==> config.mk <==
export PLATFORM = sky130hd
export DESIGN_NAME = picoblaze_port_bridge
export DESIGN_NICKNAME = d
export VERILOG_FILES = /design/src/rtl/picoblaze_pkg.sv /design/src/rtl/picoblaze_port_bridge_sync_edge.sv /design/src/rtl/picoblaze_port_bridge.sv
export SDC_FILE = /design/constraint.sdc
export NUM_CORES = 1
export LEC_CHECK = 0
export ABC_AREA = 0
export ABC_CLOCK_PERIOD_IN_PS = 4600
export CORE_MARGIN = 2
export CORE_UTILIZATION = 55
export CTS_BUF_LIST = sky130_fd_sc_hd__clkbuf_8
export DETAILED_ROUTE_END_ITERATION = 16
export PLACE_DENSITY = 0.9
export SYNTH_ARGS = -nofsm -noshare
export SYNTH_HDL_FRONTEND = slang
export SYNTH_SLANG_ARGS = --single-unit
export TNS_END_PERCENT = 30
==> constraint.sdc <==
create_clock -name clk_i -period 4.6 [get_ports clk_i]
set_clock_uncertainty 0.2 [all_clocks]
set_input_delay 0.69 -clock clk_i [delete_from_list [all_inputs] [get_ports clk_i]]
set_output_delay 0.69 -clock clk_i [all_outputs]
set_load 0.01 [all_outputs]
==> src/rtl/picoblaze_pkg.sv <==
// Shared constants and types for the PicoBlaze port bridge: IRQ FSM
// encoding, default port map and an elaboration-time address map check.
package picoblaze_pkg;

  typedef enum logic [1:0] {
    IRQ_IDLE     = 2'd0,
    IRQ_REQ      = 2'd1,
    IRQ_WAIT_CLR = 2'd2
  } irq_state_t;

  localparam logic [7:0] DEF_IN_BASE   = 8'h00;
  localparam logic [7:0] DEF_OUT_BASE  = 8'h04;
  localparam logic [7:0] DEF_EVT_ADDR  = 8'h10;
  localparam logic [7:0] DEF_MASK_ADDR = 8'h11;

  // True when port counts are in range and no two mapped addresses collide.
  function automatic bit addr_map_ok(input int n_in, input int n_out,
                                     input logic [7:0] in_base,
                                     input logic [7:0] out_base,
                                     input logic [7:0] evt_addr,
                                     input logic [7:0] mask_addr);
    logic [7:0] a;
    logic [7:0] b;
    bit ok;
    ok = (n_in >= 1) && (n_in <= 8) && (n_out >= 1) && (n_out <= 8) &&
         (evt_addr != mask_addr);
    for (int i = 0; i < 8; i++) begin
      if (i < n_in) begin
        a = in_base + 8'(i);
        if (a == evt_addr || a == mask_addr) ok = 1'b0;
        for (int j = 0; j < 8; j++) begin
          if (j < n_out) begin
            b = out_base + 8'(j);
            if (a == b) ok = 1'b0;
          end
        end
      end
    end
    for (int j = 0; j < 8; j++) begin
      if (j < n_out) begin
        b = out_base + 8'(j);
        if (b == evt_addr || b == mask_addr) ok = 1'b0;
      end
    end
    return ok;
  endfunction

endpackage

==> src/rtl/picoblaze_port_bridge_sync_edge.sv <==
// Two-flop synchroniser with rising-edge detect on the synchronised value.
module sync_edge #(
  parameter int WIDTH = 8
) (
  input  logic             clk_i,
  input  logic             rst_i,
  input  logic [WIDTH-1:0] d,
  output logic [WIDTH-1:0] q,
  output logic [WIDTH-1:0] rise
);

  logic [WIDTH-1:0] meta;
  logic [WIDTH-1:0] prev;

  // Synchroniser chain plus one flop of edge history; history starts at 0
  // so inputs already high when reset releases report one edge.
  always_ff @(posedge clk_i or posedge rst_i) begin
    if (rst_i) begin
      meta <= '0;
      q    <= '0;
      prev <= '0;
    end else begin
      meta <= d;
      q    <= meta;
      prev <= q;
    end
  end

  assign rise = q & ~prev;

endmodule

==> src/rtl/picoblaze_port_bridge.sv <==
// PicoBlaze I/O bridge: synchronised input ports, registered output ports,
// a sticky edge-event register with interrupt mask, and the IRQ handshake.
//
// state        | meaning
// IRQ_IDLE     | no unmasked event pending, interrupt low
// IRQ_REQ      | interrupt high until the processor acknowledges
// IRQ_WAIT_CLR | acknowledged, waiting for software to clear masked events
module picoblaze_port_bridge
  import picoblaze_pkg::*;
#(
  parameter int         N_IN      = 2,
  parameter int         N_OUT     = 2,
  parameter logic [7:0] IN_BASE   = DEF_IN_BASE,
  parameter logic [7:0] OUT_BASE  = DEF_OUT_BASE,
  parameter logic [7:0] EVT_ADDR  = DEF_EVT_ADDR,
  parameter logic [7:0] MASK_ADDR = DEF_MASK_ADDR
) (
  input  logic                 clk_i,
  input  logic                 rst_i,
  input  logic [7:0]           port_id,
  input  logic [7:0]           out_port,
  input  logic                 write_strobe,
  input  logic                 k_write_strobe,
  input  logic                 read_strobe,
  output logic [7:0]           in_port,
  output logic                 interrupt,
  input  logic                 interrupt_ack,
  input  logic [8*N_IN-1:0]    in_data,
  output logic [8*N_OUT-1:0]   out_data
);

  if (!addr_map_ok(N_IN, N_OUT, IN_BASE, OUT_BASE, EVT_ADDR, MASK_ADDR)) begin : g_bad_map
    $error("picoblaze_port_bridge: port counts out of range or address map overlaps");
  end

  logic [8*N_IN-1:0] in_sync;
  logic [8*N_IN-1:0] in_rise;
  logic [7:0]        evt;
  logic [7:0]        mask;
  logic [7:0]        rd_data;
  logic [7:0]        evt_clr;
  logic [N_OUT-1:0]  out_we;
  irq_state_t        state;
  irq_state_t        state_next;

  for (genvar i = 0; i < N_IN; i++) begin : g_in
    sync_edge #(.WIDTH(8)) u_sync (
      .clk_i (clk_i),
      .rst_i (rst_i),
      .d     (in_data[8*i +: 8]),
      .q     (in_sync[8*i +: 8]),
      .rise  (in_rise[8*i +: 8])
    );
  end

  // Read mux; addresses are distinct so at most one term matches.
  always_comb begin
    rd_data = 8'h00;
    for (int i = 0; i < N_IN; i++)
      if (port_id == IN_BASE + 8'(i)) rd_data = in_sync[8*i +: 8];
    for (int j = 0; j < N_OUT; j++)
      if (port_id == OUT_BASE + 8'(j)) rd_data = out_data[8*j +: 8];
    if (port_id == EVT_ADDR)  rd_data = evt;
    if (port_id == MASK_ADDR) rd_data = mask;
  end

  // Output-port write enables; OUTPUTK only sees the low nibble of port_id.
  always_comb begin
    out_we = '0;
    for (int j = 0; j < N_OUT; j++)
      out_we[j] = (write_strobe && port_id == OUT_BASE + 8'(j)) ||
                  (k_write_strobe && port_id[3:0] == 4'(OUT_BASE + 8'(j)));
  end

  // Clear only the bits the processor actually saw: in_port holds the evt
  // value captured one cycle earlier, so an edge arriving during the read
  // is kept.
  assign evt_clr = (read_strobe && port_id == EVT_ADDR) ? in_port : 8'h00;

  // Datapath registers: read data, output ports, mask and sticky events.
  always_ff @(posedge clk_i or posedge rst_i) begin
    if (rst_i) begin
      in_port  <= 8'h00;
      out_data <= '0;
      mask     <= 8'h00;
      evt      <= 8'h00;
    end else begin
      in_port <= rd_data;
      for (int j = 0; j < N_OUT; j++)
        if (out_we[j]) out_data[8*j +: 8] <= out_port;
      if (write_strobe && port_id == MASK_ADDR) mask <= out_port;
      evt <= (evt & ~evt_clr) | in_rise[7:0];
    end
  end

  // IRQ state register; interrupt is registered from the next state.
  always_ff @(posedge clk_i or posedge rst_i) begin
    if (rst_i) begin
      state     <= IRQ_IDLE;
      interrupt <= 1'b0;
    end else begin
      state     <= state_next;
      interrupt <= (state_next == IRQ_REQ);
    end
  end

  // IRQ next-state logic; a mask change cannot pull the request back.
  always_comb begin
    state_next = state;
    case (state)
      IRQ_IDLE:     if ((evt & mask) != 8'h00) state_next = IRQ_REQ;
      IRQ_REQ:      if (interrupt_ack)         state_next = IRQ_WAIT_CLR;
      IRQ_WAIT_CLR: if ((evt & mask) == 8'h00) state_next = IRQ_IDLE;
      default:                                 state_next = IRQ_IDLE;
    endcase
  end

endmodule

==> flow_summary.html <==
<table>
<tr><th>Metric</th><th>Value</th></tr>
<tr><th colspan="2">Pwr</th></tr>
<tr><td>Power density relative to cell area</td><td>388 nW/um^2</td></tr>
<tr><td>Static Leak</td><td>1.74 nW</td></tr>
<tr><td>Maximum vdd drop</td><td>343 uV</td></tr>
<tr><td>Power after layout</td><td>1.55 mW</td></tr>
<tr><th colspan="2">Logic synthesis</th></tr>
<tr><td>Number of storage elements in the synthesis netlist</td><td>83</td></tr>
<tr><td>Share of synthesized area occupied by flip-flops and latches</td><td>0.671</td></tr>
<tr><td>Netlist area before placement</td><td>3100 um^2</td></tr>
<tr><td>Count of different cell masters after synthesis</td><td>30</td></tr>
<tr><td>Net count after synthesis</td><td>254</td></tr>
<tr><td>YS warnings</td><td>0</td></tr>
<tr><td>Post-synthesis area per instance</td><td>14.3 um^2</td></tr>
<tr><td>Gate count after technology mapping</td><td>216</td></tr>
<tr><th colspan="2">Outcome</th></tr>
<tr><td>Outcome</td><td>finished, final reports clean</td></tr>
<tr><th colspan="2">Floorplanning</th></tr>
<tr><td>Count of boundary I/O pins</td><td>63</td></tr>
<tr><td>Count of standard-cell rows</td><td>27</td></tr>
<tr><td>Chip height</td><td>79.0 um</td></tr>
<tr><td>Die area</td><td>6240 um^2</td></tr>
<tr><td>Area of the placeable core</td><td>5470 um^2</td></tr>
<tr><td>Starting density of the core</td><td>0.566</td></tr>
<tr><td>X dimension of the die</td><td>79.0 um</td></tr>
<tr><th colspan="2">Clock network</th></tr>
<tr><td>Clock slew seen by the registers of the worst setup and hold paths</td><td>70 ps</td></tr>
<tr><td>Number of buffers inserted during clock tree synthesis</td><td>9</td></tr>
<tr><td>Later-pin clock latency in the skew report</td><td>340 ps</td></tr>
<tr><td>Number of gates resized after CTS</td><td>0</td></tr>
<tr><td>H-tree levels</td><td>3</td></tr>
<tr><td>Clock tree buffer depth</td><td>2</td></tr>
<tr><td>TritonCTS clock tree</td><td>done</td></tr>
<tr><td>Post-CTS setup buffers</td><td>0</td></tr>
<tr><td>Root Buffer</td><td>clkbuf_8</td></tr>
<tr><td>Clk sinks</td><td>83</td></tr>
<tr><td>Count of hold-fix buffers inserted at cts</td><td>0</td></tr>
<tr><th colspan="2">Layout</th></tr>
<tr><td>Fraction of final layout cells with drive strength greater than 1</td><td>0.176</td></tr>
<tr><td>Layout Area Growth over Synthesis</td><td>28.8%</td></tr>
<tr><td>Final-stage net count</td><td>324</td></tr>
<tr><td>Filler instances</td><td>385</td></tr>
<tr><td>Diodes inserted</td><td>0</td></tr>
<tr><th colspan="2">Critical path</th></tr>
<tr><td>Cell depth of the worst flop-to-flop path</td><td>4</td></tr>
<tr><td>Critical path endpoint category</td><td>flop</td></tr>
<tr><td>Terminus of the critical flop-to-flop path</td><td>state[0]$_DFF_PP0_</td></tr>
<tr><td>Start of the worst register-to-register path</td><td>evt[6]$_DFF_PP0_</td></tr>
<tr><td>Setup Crit Path Kind</td><td>input pin to flop</td></tr>
<tr><td>Required time at the worst-slack endpoint</td><td>4630 ps</td></tr>
<tr><td>Top fanout value on the critical path</td><td>15</td></tr>
<tr><td>Crit path launch type</td><td>input pin</td></tr>
<tr><td>Data arrival at the endpoint of the critical path</td><td>3290 ps</td></tr>
<tr><td>Slack of the worst reg-to-reg path</td><td>3150 ps</td></tr>
<tr><th colspan="2">Detailed routing</th></tr>
<tr><td>DR vias</td><td>2058</td></tr>
<tr><td>Total Wirelength</td><td>6.68 mm</td></tr>
<tr><td>Number of detailed-route iterations in the first pass</td><td>4</td></tr>
<tr><td>Detailed router's first-iteration violation count</td><td>174</td></tr>
<tr><td>WL per Instance</td><td>18.4 um</td></tr>
<tr><td>DRC violation count after routing</td><td>0</td></tr>
<tr><td>Number of antenna-violating nets in the routed design</td><td>0</td></tr>
<tr><td>Vias/cell</td><td>5.69</td></tr>
<tr><th colspan="2">Global route</th></tr>
<tr><td>Global-route wire length before repair</td><td>11.2 mm</td></tr>
<tr><td>Gr ovfl total</td><td>0</td></tr>
<tr><td>Number of antenna violations at the first check in global routing</td><td>0</td></tr>
<tr><td>Vias in the first global route</td><td>2171</td></tr>
<tr><td>Pin count of the biggest net entering global routing</td><td>62</td></tr>
<tr><td>Combined global-route utilization of all metal layers</td><td>0.244</td></tr>
<tr><th colspan="2">Placement</th></tr>
<tr><td>Setup slack at placement</td><td>1070 ps</td></tr>
<tr><td>GPL Wtd Cong</td><td>0.796</td></tr>
<tr><td>IO Port Bufs</td><td>62</td></tr>
<tr><td>Post-DP HPWL</td><td>4.56 mm</td></tr>
<tr><th colspan="2">STA</th></tr>
<tr><td>Final worst-path setup slack</td><td>1330 ps</td></tr>
<tr><td>Max-slew violation count</td><td>0</td></tr>
<tr><td>Final Hold Viols</td><td>0</td></tr>
<tr><td>RSZ-0062 raised after global routing</td><td>no</td></tr>
<tr><td>Final setup vio count</td><td>0</td></tr>
<tr><td>Final period util</td><td>0.710</td></tr>
<tr><td>Slew at the pin closest to its max-slew limit</td><td>1350 ps</td></tr>
<tr><td>Worst max-slew margin expressed relative to the limit</td><td>0.0933</td></tr>
<tr><td>Final total negative setup slack</td><td>0 ps</td></tr>
<tr><td>Maximum achievable frequency</td><td>306 MHz</td></tr>
<tr><td>Final Critical Period</td><td>3270 ps</td></tr>
<tr><th colspan="2">Worst hold path</th></tr>
<tr><td>End point of the worst hold path</td><td>g_in[1].u_sync.q[6]$_DFF_PP0_</td></tr>
<tr><td>Worst hold path class</td><td>flop to flop</td></tr>
<tr><td>Hold Crit Depth</td><td>0</td></tr>
<tr><td>Origin of the worst min-delay path</td><td>g_in[1].u_sync.meta[6]$_DFF_PP0_</td></tr>
<tr><th colspan="2">Run</th></tr>
<tr><td>Max-cap violation count</td><td>0</td></tr>
</table>
## placed cells by master (no fill, tap or decap), types with 2 or more instances in the layout
cell,n
or2_2,2
mux2i_1,14
mux2_2,24
a211oi_1,2
clkinv_2,3
a221oi_1,6
a31oi_1,2
buf_4,6
a22o_1,8
nand3b_1,9
nor4_2,2
clkbuf_8,12
inv_1,11
clkdlybuf4s50_1,62
a22oi_1,4
nand2_1,10
or4_1,2
dfrtp_1,83
a222oi_1,2
a21oi_1,7
o21ai_0,9
## cell usage after synthesis
cell type	count	share of area
a211oi_1	2	0.0048
a21oi_1	7	0.011
a221oi_1	6	0.017
a222oi_1	2	0.0065
a22o_1	8	0.023
a22oi_1	4	0.0097
a31oi_1	2	0.0040
and3_1	1	0.0020
buf_2	3	0.0048
buf_4	2	0.0048
clkbuf_1	4	0.0048
dfrtp_1	83	0.67
inv_1	11	0.013
mux2_2	24	0.087
mux2i_1	14	0.045
nand2_1	10	0.012
nand2b_1	1	0.0020
nand3b_1	9	0.022
nand4_1	1	0.0020
nor2_1	1	0.0012
nor2b_1	1	0.0020
nor3_2	1	0.0032
nor3b_1	1	0.0024
nor4_1	1	0.0020
nor4_2	2	0.0081
nor4_4	1	0.0069
nor4bb_1	1	0.0032
o21ai_0	9	0.015
or2_2	2	0.0040
or4_1	2	0.0048
## layer usage
metal / up-vias / GRT usage / wire (um)
met2: 89 / 0.373 / 3270
li1: 918 / - / -
met4: 0 / 0.0724 / 115
met5: - / 0 / 0
met1: 1039 / 0.337 / 2820
met3: 12 / 0.0830 / 471
## layout make-up
type	instances	area, um^2	share of cell area
clock buffers	12	165	0.0414
clock inverters	3	13.8	0.00345
inverters	11	42.5	0.0107
multi-input cells	113	932	0.234
flip-flops and latches	83	2080	0.521
well taps	72	90.1	0.0226
repair buffers	68	666	0.167
## worst max path at each step
stage / startpoint / slack, ps / end
2_1_floorplan: rst_i / 1570 / evt[0]$_DFF_PP0_
5_1_grt: port_id[0] / 1210 / out_data[11]$_DFFE_PP0P_
6_report: port_id[0] / 1330 / out_data[8]$_DFFE_PP0P_
4_1_cts: port_id[5] / 1420 / out_data[8]$_DFFE_PP0P_
3_5_place_dp: port_id[5] / 1070 / out_data[15]$_DFFE_PP0P_
3_3_place_gp: port_id[0] / 1120 / out_data[15]$_DFFE_PP0P_
## stage by stage
stage          hold slack [ps]  instances  instance area (um^2)  utilization
4_1_cts                    152        362                  3990        0.728
6_report                   151        362                  3990        0.728
3_3_place_gp               132        347                  3810        0.696
3_5_place_dp               135        347                  3810        0.696
5_1_grt                    158        362                  3990        0.728
2_1_floorplan              131        216                  3100            -
## flip-flops by register name, summed over array words and instances, names as in the netlist
register	count
mask	8
out_data	16
state	2
g_in.u_sync.prev	8
evt	8
in_port	8
g_in.u_sync.meta	16
g_in.u_sync.q	16
interrupt	1
## critical path: stages
cell             delay (ps)
clkdlybuf4s50_1         890
nand2_1                 230
nor4_2                 1060
mux2_2                  420
## kinds of logic after synthesis
group                  count (synthesis)  share of synthesized area
DFF                                   83                      0.671
and+or+nand+nor                       35                     0.0780
AOI/OAI and AO/OA                     40                     0.0905
buffers and inverters                 20                     0.0279
muxes                                 38                      0.133
## power by group
part	total (mW)	internal [mW]	switching, mW	leakage [nW]
clock network	0.464	0.234	0.230	0.0994
logic	0.239	0.144	0.0952	0.653
registers	0.843	0.796	0.0470	0.992
total	1.55	1.17	0.372	1.74
Note: power is estimated with default switching activity, not from simulation.
